File: config.mk
export PLATFORM = sky130hd
export DESIGN_NAME = step_clock_ctrl_flat
export DESIGN_NICKNAME = d
export VERILOG_FILES = /design/src/rtl/step_clock_ctrl_if.sv /design/src/rtl/step_clock_ctrl.sv /design/src/flat_wrapper.sv
export SDC_FILE = /design/constraint.sdc
export NUM_CORES = 1
export LEC_CHECK = 0
export BUFFER_PORTS_ARGS = -buffer_cell sky130_fd_sc_hd__buf_2
export CAP_MARGIN = 15
export CORE_ASPECT_RATIO = 1.75
export CORE_MARGIN = 1.5
export CORE_UTILIZATION = 49
export DETAILED_ROUTE_END_ITERATION = 6
export GPL_TIMING_DRIVEN = 0
export PLACE_DENSITY = 0.67
export SLEW_MARGIN = 20
export SYNTH_ARGS = -nofsm -noshare
export SYNTH_HDL_FRONTEND = slang
export SYNTH_SLANG_ARGS = --single-unit
File: constraint.sdc
create_clock -name clk -period 5.2 [get_ports clk]
set_input_delay 0.78 -clock clk [delete_from_list [all_inputs] [get_ports clk]]
set_output_delay 0.78 -clock clk [all_outputs]
set_load 0.03 [all_outputs]
File: src/rtl/step_clock_ctrl_if.sv
// -----------------------------------------------------------------------------
// step_clock_ctrl_if
// Signal bundle between the single-step clock controller and its environment:
// the raw button and mode switch going in, the core clock enable, step counter
// and mode indication coming out.
// The master drives the button/switch and observes the outputs; the slave is
// the controller itself.
// -----------------------------------------------------------------------------
interface step_clock_ctrl_if;

  logic       push;        // raw bouncing push-button level, 1 = pressed
  logic       ena_switch;  // raw mode switch, 0 = free-run, 1 = single-step
  logic       cpu_en;      // clock enable to the processor core
  logic [7:0] step_count;  // single-step pulses issued since reset
  logic       step_mode;   // synchronized mode switch, for LEDs

  modport master (
    output push,
    output ena_switch,
    input  cpu_en,
    input  step_count,
    input  step_mode
  );

  modport slave (
    input  push,
    input  ena_switch,
    output cpu_en,
    output step_count,
    output step_mode
  );

endinterface : step_clock_ctrl_if

File: src/rtl/step_clock_ctrl.sv
// -----------------------------------------------------------------------------
// step_clock_ctrl
// Clock-enable generator that lets a processor core either free-run or advance
// one cycle per debounced push-button press.
//
//   push / ena_switch -> 2-flop synchronizers
//   synced push       -> counter debouncer (DEBOUNCE_CYCLES stable cycles)
//   debounced level   -> registered rise/fall detector
//   rise / fall       -> IDLE / PRESSED / WAIT_RELEASE press tracker
//   PRESSED           -> one-cycle cpu_en pulse when in single-step mode
//
// With a clean press the pulse appears DEBOUNCE_CYCLES+4 clocks after the first
// edge that samples push=1: 2 synchronizer stages, DEBOUNCE_CYCLES-1 counts plus
// the accept cycle, the edge-detect register, the PRESSED state and the output
// register.
//
// Build option: define STEP_COUNTER_EN to build the 8-bit wrapping step counter;
// without it step_count is tied to zero.
// -----------------------------------------------------------------------------
module step_clock_ctrl #(
  parameter int unsigned DEBOUNCE_CYCLES = 500000  // legal range 2 .. 2^24-1
) (
  input  logic             clk,
  input  logic             reset,   // asynchronous, active low
  step_clock_ctrl_if.slave bus
);

  // Terminal count of the debounce counter: the level is accepted on the cycle
  // the counter sits at this value.
  localparam logic [23:0] DB_LAST = 24'(DEBOUNCE_CYCLES - 1);

  typedef enum logic [1:0] {
    IDLE         = 2'd0,
    PRESSED      = 2'd1,
    WAIT_RELEASE = 2'd2
  } state_t;

  // ---------------------------------------------------------------------------
  // Declarations
  // ---------------------------------------------------------------------------
  logic        push_s1_q;
  logic        push_s2_q;
  logic        ena_s1_q;
  logic        ena_s2_q;

  logic [23:0] db_cnt_q;
  logic        db_level_q;

  logic        db_prev_q;
  logic        db_rise_q;
  logic        db_fall_q;

  state_t      state_q;
  state_t      state_d;

  logic        step_pulse;
  logic        cpu_en_d;
  logic        cpu_en_q;
  logic        step_mode_q;

  // ---------------------------------------------------------------------------
  // Synchronizers: both asynchronous inputs get two flops before any use.
  // NOTE: sequential state is written with non-blocking assignments so every
  // flop samples the values from before the edge, whatever the statement order.
  // ---------------------------------------------------------------------------
  always_ff @(posedge clk or negedge reset) begin
    if (!reset) begin
      push_s1_q <= 1'b0;
      push_s2_q <= 1'b0;
      ena_s1_q  <= 1'b0;
      ena_s2_q  <= 1'b0;
    end else begin
      push_s1_q <= bus.push;
      push_s2_q <= push_s1_q;
      ena_s1_q  <= bus.ena_switch;
      ena_s2_q  <= ena_s1_q;
    end
  end

  // ---------------------------------------------------------------------------
  // Debouncer: count consecutive cycles the synced button disagrees with the
  // accepted level; any agreeing cycle restarts the count from zero.
  // ---------------------------------------------------------------------------
  always_ff @(posedge clk or negedge reset) begin
    if (!reset) begin
      db_cnt_q   <= '0;
      db_level_q <= 1'b0;
    end else if (push_s2_q == db_level_q) begin
      db_cnt_q   <= '0;
    end else if (db_cnt_q == DB_LAST) begin
      db_level_q <= push_s2_q;
      db_cnt_q   <= '0;
    end else begin
      db_cnt_q   <= db_cnt_q + 24'd1;
    end
  end

  // ---------------------------------------------------------------------------
  // Edge detector: registered single-cycle rise/fall events of the debounced
  // level, so the press tracker only ever reacts to a clean transition.
  // ---------------------------------------------------------------------------
  always_ff @(posedge clk or negedge reset) begin
    if (!reset) begin
      db_prev_q <= 1'b0;
      db_rise_q <= 1'b0;
      db_fall_q <= 1'b0;
    end else begin
      db_prev_q <= db_level_q;
      db_rise_q <= db_level_q & ~db_prev_q;
      db_fall_q <= ~db_level_q & db_prev_q;
    end
  end

  // ---------------------------------------------------------------------------
  // Press tracker state register.
  // ---------------------------------------------------------------------------
  always_ff @(posedge clk or negedge reset) begin
    if (!reset) begin
      state_q <= IDLE;
    end else begin
      state_q <= state_d;
    end
  end

  // ---------------------------------------------------------------------------
  // Press tracker next state and pulse request: one PRESSED cycle per press,
  // then wait for a debounced release before another press is recognised.
  // NOTE: every signal written here gets a default first, so no path through
  // the block can leave a value unassigned and infer a latch.
  // ---------------------------------------------------------------------------
  always_comb begin
    state_d    = state_q;
    step_pulse = 1'b0;
    cpu_en_d   = 1'b1;

    unique case (state_q)
      IDLE: begin
        if (db_rise_q) begin
          state_d = PRESSED;
        end
      end
      PRESSED: begin
        state_d = WAIT_RELEASE;
      end
      WAIT_RELEASE: begin
        if (db_fall_q) begin
          state_d = IDLE;
        end
      end
      default: begin
        state_d = IDLE;
      end
    endcase

    // The pulse is judged against the mode that will be displayed alongside it,
    // so a press seen in free-run mode is simply dropped, never deferred.
    step_pulse = ena_s2_q && (state_q == PRESSED);

    // Free-run: enable every cycle. Single-step: enable only for the pulse.
    // Using the same synced switch value as step_mode makes cpu_en follow a
    // mode change on exactly the edge step_mode does.
    cpu_en_d   = ena_s2_q ? step_pulse : 1'b1;
  end

  // ---------------------------------------------------------------------------
  // Output registers: clock enable and displayed mode update together.
  // ---------------------------------------------------------------------------
  always_ff @(posedge clk or negedge reset) begin
    if (!reset) begin
      cpu_en_q    <= 1'b0;
      step_mode_q <= 1'b0;
    end else begin
      cpu_en_q    <= cpu_en_d;
      step_mode_q <= ena_s2_q;
    end
  end

  assign bus.cpu_en    = cpu_en_q;
  assign bus.step_mode = step_mode_q;

`ifdef STEP_COUNTER_EN
  logic [7:0] step_cnt_q;

  // ---------------------------------------------------------------------------
  // Step counter: counts issued single-step pulses, wrapping 255 -> 0.
  // ---------------------------------------------------------------------------
  always_ff @(posedge clk or negedge reset) begin
    if (!reset) begin
      step_cnt_q <= 8'h00;
    end else if (step_pulse) begin
      step_cnt_q <= step_cnt_q + 8'd1;
    end
  end

  assign bus.step_count = step_cnt_q;
`else
  assign bus.step_count = 8'h00;
`endif

endmodule : step_clock_ctrl

File: src/flat_wrapper.sv
// flat-port wrapper written by rule: the top's interface ports become plain ports
module step_clock_ctrl_flat 
#(
  parameter int unsigned DEBOUNCE_CYCLES = 500000                            
)
  (clk, reset, bus_push, bus_ena_switch, bus_cpu_en, bus_step_count, bus_step_mode);
  step_clock_ctrl_if bus_i ();
  input  logic clk;
  input  logic reset;
  input wire logic [$bits(bus_i.push)-1:0] bus_push;
  input wire logic [$bits(bus_i.ena_switch)-1:0] bus_ena_switch;
  output wire logic [$bits(bus_i.cpu_en)-1:0] bus_cpu_en;
  output wire logic [$bits(bus_i.step_count)-1:0] bus_step_count;
  output wire logic [$bits(bus_i.step_mode)-1:0] bus_step_mode;
  assign bus_i.push = bus_push;
  assign bus_i.ena_switch = bus_ena_switch;
  assign bus_cpu_en = bus_i.cpu_en;
  assign bus_step_count = bus_i.step_count;
  assign bus_step_mode = bus_i.step_mode;
  step_clock_ctrl #(.DEBOUNCE_CYCLES(DEBOUNCE_CYCLES)) u_core (.clk(clk), .reset(reset), .bus(bus_i));
endmodule
======== Word-level counts from Yosys, hierarchy flattened ========
Index checks and enable logic that the tools add are counted.
storage, ports and cells
  register bits ........................... 36
  input bits .............................. 4
  output and inout bits ................... 10
  logic and storage cells ................. 34
operators by class
  reductions and logical operators ........ 4
  $add $sub $neg .......................... 1
  bitwise logic cells ..................... 5
  equality and inequality tests ........... 6
  muxes and demuxes ....................... 6
operators by type and width
  cell                   number
  $mux 24                2
  $add 24x1->24 const B  1
  $eq 24x19->1 const B   1
  $pmux 2 s3             1
  $mux 2                 2
  $ne 2x1->1 const B     2
  $reduce_and 2->1       2
  $not 1->1              3
  $and 1x1->1            2
  $eq 2x1->1 const B     1
  $eq 2x2->1 const B     1
  $logic_not 2->1        1
  $eq 1x1->1             1
  $logic_and 1x1->1      1
  $mux 1                 1

======== Logic depth before layout (Yosys ltp) ========
  depth after elaboration ................. 3
  mapped depth ............................ 6
  depth with buffers taken out ............ 5

======== Worst setup path before layout ========
OpenSTA, ideal clock, no wires.
  path kind ............................... reg2reg
  from .................................... register u_core.db_cnt_q[0]
  to ...................................... register u_core.db_cnt_q[18]
  clock period less this slack ............ 2.068 ns
  library setup time ...................... 0.095 ns
  data arrival time ....................... 1.973 ns
  required time ........................... 5.105 ns
  path buffers ............................ 1
  slack ................................... 3.132 ns
  stages on the path, launching flop included .. 7
  path through ............................ dfrtp_1 > ha_1 > nand4_4 > or4_1 > clkbuf_2 > or4b_1 > o31ai_1
on the way
  cells in the longest elaborated chain, start to end .. 3
  elaborated cells between the ends (all ways) .. 4
  those cells by class .................... 1 x add/sub; 1 x eq/ne; 2 x mux
RTL lines
  what                                           line                                          source
  from (decl)                                    step_clock_ctrl.sv:46                         logic [23:0] db_cnt_q;
  from (signal assigned)                         step_clock_ctrl.sv:94                         db_cnt_q <= db_cnt_q + 24'd1;
  $add 24x1->24 or $eq 24x19->1 (tied branches)  step_clock_ctrl.sv:94, step_clock_ctrl.sv:90
  $mux 24 *                                      step_clock_ctrl.sv:90                         end else if (db_cnt_q == DB_LAST) begin
  $mux 24 *                                      step_clock_ctrl.sv:88                         end else if (push_s2_q == db_level_q) begin
Every way passes the cells marked *; elsewhere a longest branch is shown, timed or not.
A chain may end at the register's enable or synchronous reset.

======== Worst setup path after layout ========
  from .................................... register u_core.db_cnt_q[6]
  to ...................................... register u_core.db_cnt_q[3]
on the way
  cells in the longest elaborated chain, start to end .. 3
RTL lines
  what          line
  $eq 24x19->1  step_clock_ctrl.sv:90
  $mux 24       step_clock_ctrl.sv:90
  $mux 24       step_clock_ctrl.sv:88
Every way passes these cells.

==> reports/metrics.cfg <==
[job]
drv_cap = 0

[worst_setup_path]
timing.rr.start = u_core.db_cnt_q[6]$_DFF_PN0_
r2r-end = u_core.db_cnt_q[3]$_DFF_PN0_
ff2ff_setup_slack_ns = 2.88
end_kind = flop
crit_type = flop to flop
worstPathArrival_ns = 2.48
cp_max_fo = 10
reg2reg_depth = 5
crit_path_start_kind = flop
cp_data_required_time_ns = 5.35

[detailed_routing]
vias_per_cell = 5.40
drc = 0
dr.pass1.iters = 4
routed_wl_um = 3170
dr.max_layer_used = met4
routedWlPerCell_um = 13.8
dr_wl_met3_um = 65
postRouteAntennaNets = 0
wl_met1_um = 1330
drt-initial-drc-count = 29
wl_met2_um = 1700
routed-via-count = 1237

[cts]
cts_resized = 0
post-cts-setup-buffers = 0
numCtsBuffers = 5
worstSkewPairLatency_ns = 0.29
holdBufCountCts = 0
cts_num_sinks = 36
htree_num_levels = 2
cts_tree = done
cts-root-buf = clkbuf_8
cts_buffer_depth = 2
clk_pin_slew_ns = 0.07

[layout]
largest_reg_flops = 24
antenna_cells = 0
regMostFlops = u_core.db_cnt_q
reg.largest.list = u_core.db_cnt_q (24), u_core.state_q (2)
fin_cells = 229
final_nets = 188
drive_above_1_share_pct = 14.7
syn2layout_area_growth_pct = 13.0
design_area_sq_mm = 0.00190
nFillCells = 304

[synth]
synth_edf_count = 0
ys_seq_area_share_pct = 53.5
syn-cell-area_sq_mm = 0.00168
avgSynthCellArea_sq_um = 10.3
synthFlopType = dfrtp_1
yosys.area.top_type = dfrtp_1
synth_most_common_cell = dfrtp_1
synth_cell_type_count = 33
synthCells = 164
yosys-top-cells-area = dfrtp_1 53%, xnor2_1 4.7%, nor2_1 3.8%
yosys_warnings = 0
synth_commonest_cells = 36 x dfrtp_1, 17 x nor2_1, 11 x nand2_1
async_flop_share_pct = 100
ys_ff_latch = 36
synth_top_cell_area_share_pct = 53.5

[place]
dp.final_hpwl_um = 2270
portBuffers = 5
gp_congestion = 0.831
place_area_sq_mm = 0.00179
post-place-cells = 221
dp_slack_ns = 2.89

[timing]
slew_violations = 0
fmax_ghz = 0.430
rsz0062_at_grt = no
maxSlewHeadroom_pct = 47.0
clock_skew_ns = 0.00464
fin_crit_ns = 2.32
worst_slack_ns = 2.88
fin_tns_setup_ns = 0
finalCritPeriodShare_pct = 44.7
hold_viol = 0
finalSetupViolations = 0
worstMarginPinSlew_ns = 0.795

[hold_path]
holdPathEnd = u_core.ena_s2_q$_DFF_PN0_
hp-class = flop to flop
min_from = u_core.ena_s1_q$_DFF_PN0_
hold-path-cell-count = 0

[power_and_ir_drop]
p_total_uw = 561
p_leak_uw = 0.000807
peakVddDrop_v = 0.000214
power_density_mw_per_mm2 = 295

[grt]
grt_usage_pct = 20.2
grt_pass1_vias = 1226
antenna_found_initial = 0
grt_overflow = 0
grt_pass1_wl_um = 5470
grt_max_degree = 37

[outcome]
outcome = complete, no violations

[die]
fp.dieH_um = 80.6
die_area_sq_mm = 0.00381
core_sq_mm = 0.00333
rows = 28
initial_core_util_pct = 50.6
io_pins = 14
die_width_um = 47.3

==> where the power goes <==
| group | leakage [uW] | switching, uW | internal (uW) | total [uW] |
|---|---|---|---|---|
| clock network | 0.0000541 | 102 | 142 | 244 |
| registers | 0.000487 | 3.38 | 284 | 287 |
| logic | 0.000266 | 21.6 | 8.05 | 29.6 |
| total | 0.000807 | 127 | 434 | 561 |
==> cells by family (layout without fill, tap and decap cells) <==
group	after synthesis	after routing	synth area share, %
AO/OA/AOI/OAI	20	20	7.36
XOR/XNOR	13	13	6.76
adder cells (fa/ha/maj)	1	1	0.743
buffers and inverters	18	31	5.87
flip-flops	36	36	53.5
multiplexers	1	1	0.669
other	1	8	0.223
AND/OR/NAND/NOR	74	74	24.9
==> stage by stage <==
stage	hold WS [ns]	util (%)
3_5_place_dp	0.335	53.8
6_report	0.346	57.2
3_3_place_gp	0.333	53.8
2_1_floorplan	0.331	-
5_1_grt	0.356	57.2
4_1_cts	0.350	57.2
==> worst max-delay path, stage by stage, from the launching register on <==
cell	delay, ns
dfrtp_1	0.43
nor4b_1	0.35
nand4_1	0.18
o31ai_1	0.63
clkbuf_1	0.48
nor2_1	0.11
==> cell usage in the layout, fill, tap and decap left out, types with 6 or more instances in the layout <==
cell,count
a21oi_1,8
buf_4,8
conb_1,8
dfrtp_1,36
nand2_1,11
nand3_1,9
nor2_1,17
nor4_1,6
o31ai_1,8
or4_1,6
xnor2_1,9
==> worst max-delay path by stage <==
stage / from / endpoint / slack, ns
final: u_core.db_cnt_q[6]$_DFF_PN0_ / u_core.db_cnt_q[3]$_DFF_PN0_ / 2.88
after detailed placement: u_core.db_cnt_q[6]$_DFF_PN0_ / u_core.db_cnt_q[3]$_DFF_PN0_ / 2.89
after CTS: u_core.db_cnt_q[6]$_DFF_PN0_ / u_core.db_cnt_q[3]$_DFF_PN0_ / 2.87
after global routing: u_core.db_cnt_q[6]$_DFF_PN0_ / u_core.db_cnt_q[17]$_DFF_PN0_ / 2.71
after global placement: u_core.db_cnt_q[6]$_DFF_PN0_ / u_core.db_cnt_q[2]$_DFF_PN0_ / 2.96
after floorplan: u_core.db_cnt_q[0]$_DFF_PN0_ / u_core.db_cnt_q[18]$_DFF_PN0_ / 3.13
==> routing by layer <==
layer	global-route usage [%]	vias up
li1	-	604
met1	23.8	613
met2	32.3	15
met3	4.72	5
met4	10.6	0
met5	0	-
==> area by class of cell <==
class                   instances  area (sq um)  share of cell area, %
plain buffers                  13          80.1                   4.21
clock buffers                   5          68.8                   3.62
clock inverters                 3          42.5                   2.24
inverters                       5          18.8                  0.986
multi-input cells             117           711                   37.3
flip-flops and latches         36           901                   47.3
well taps                      45          56.3                   2.96
repair buffers                  5          25.0                   1.31
(Power assumes the default switching activity.)
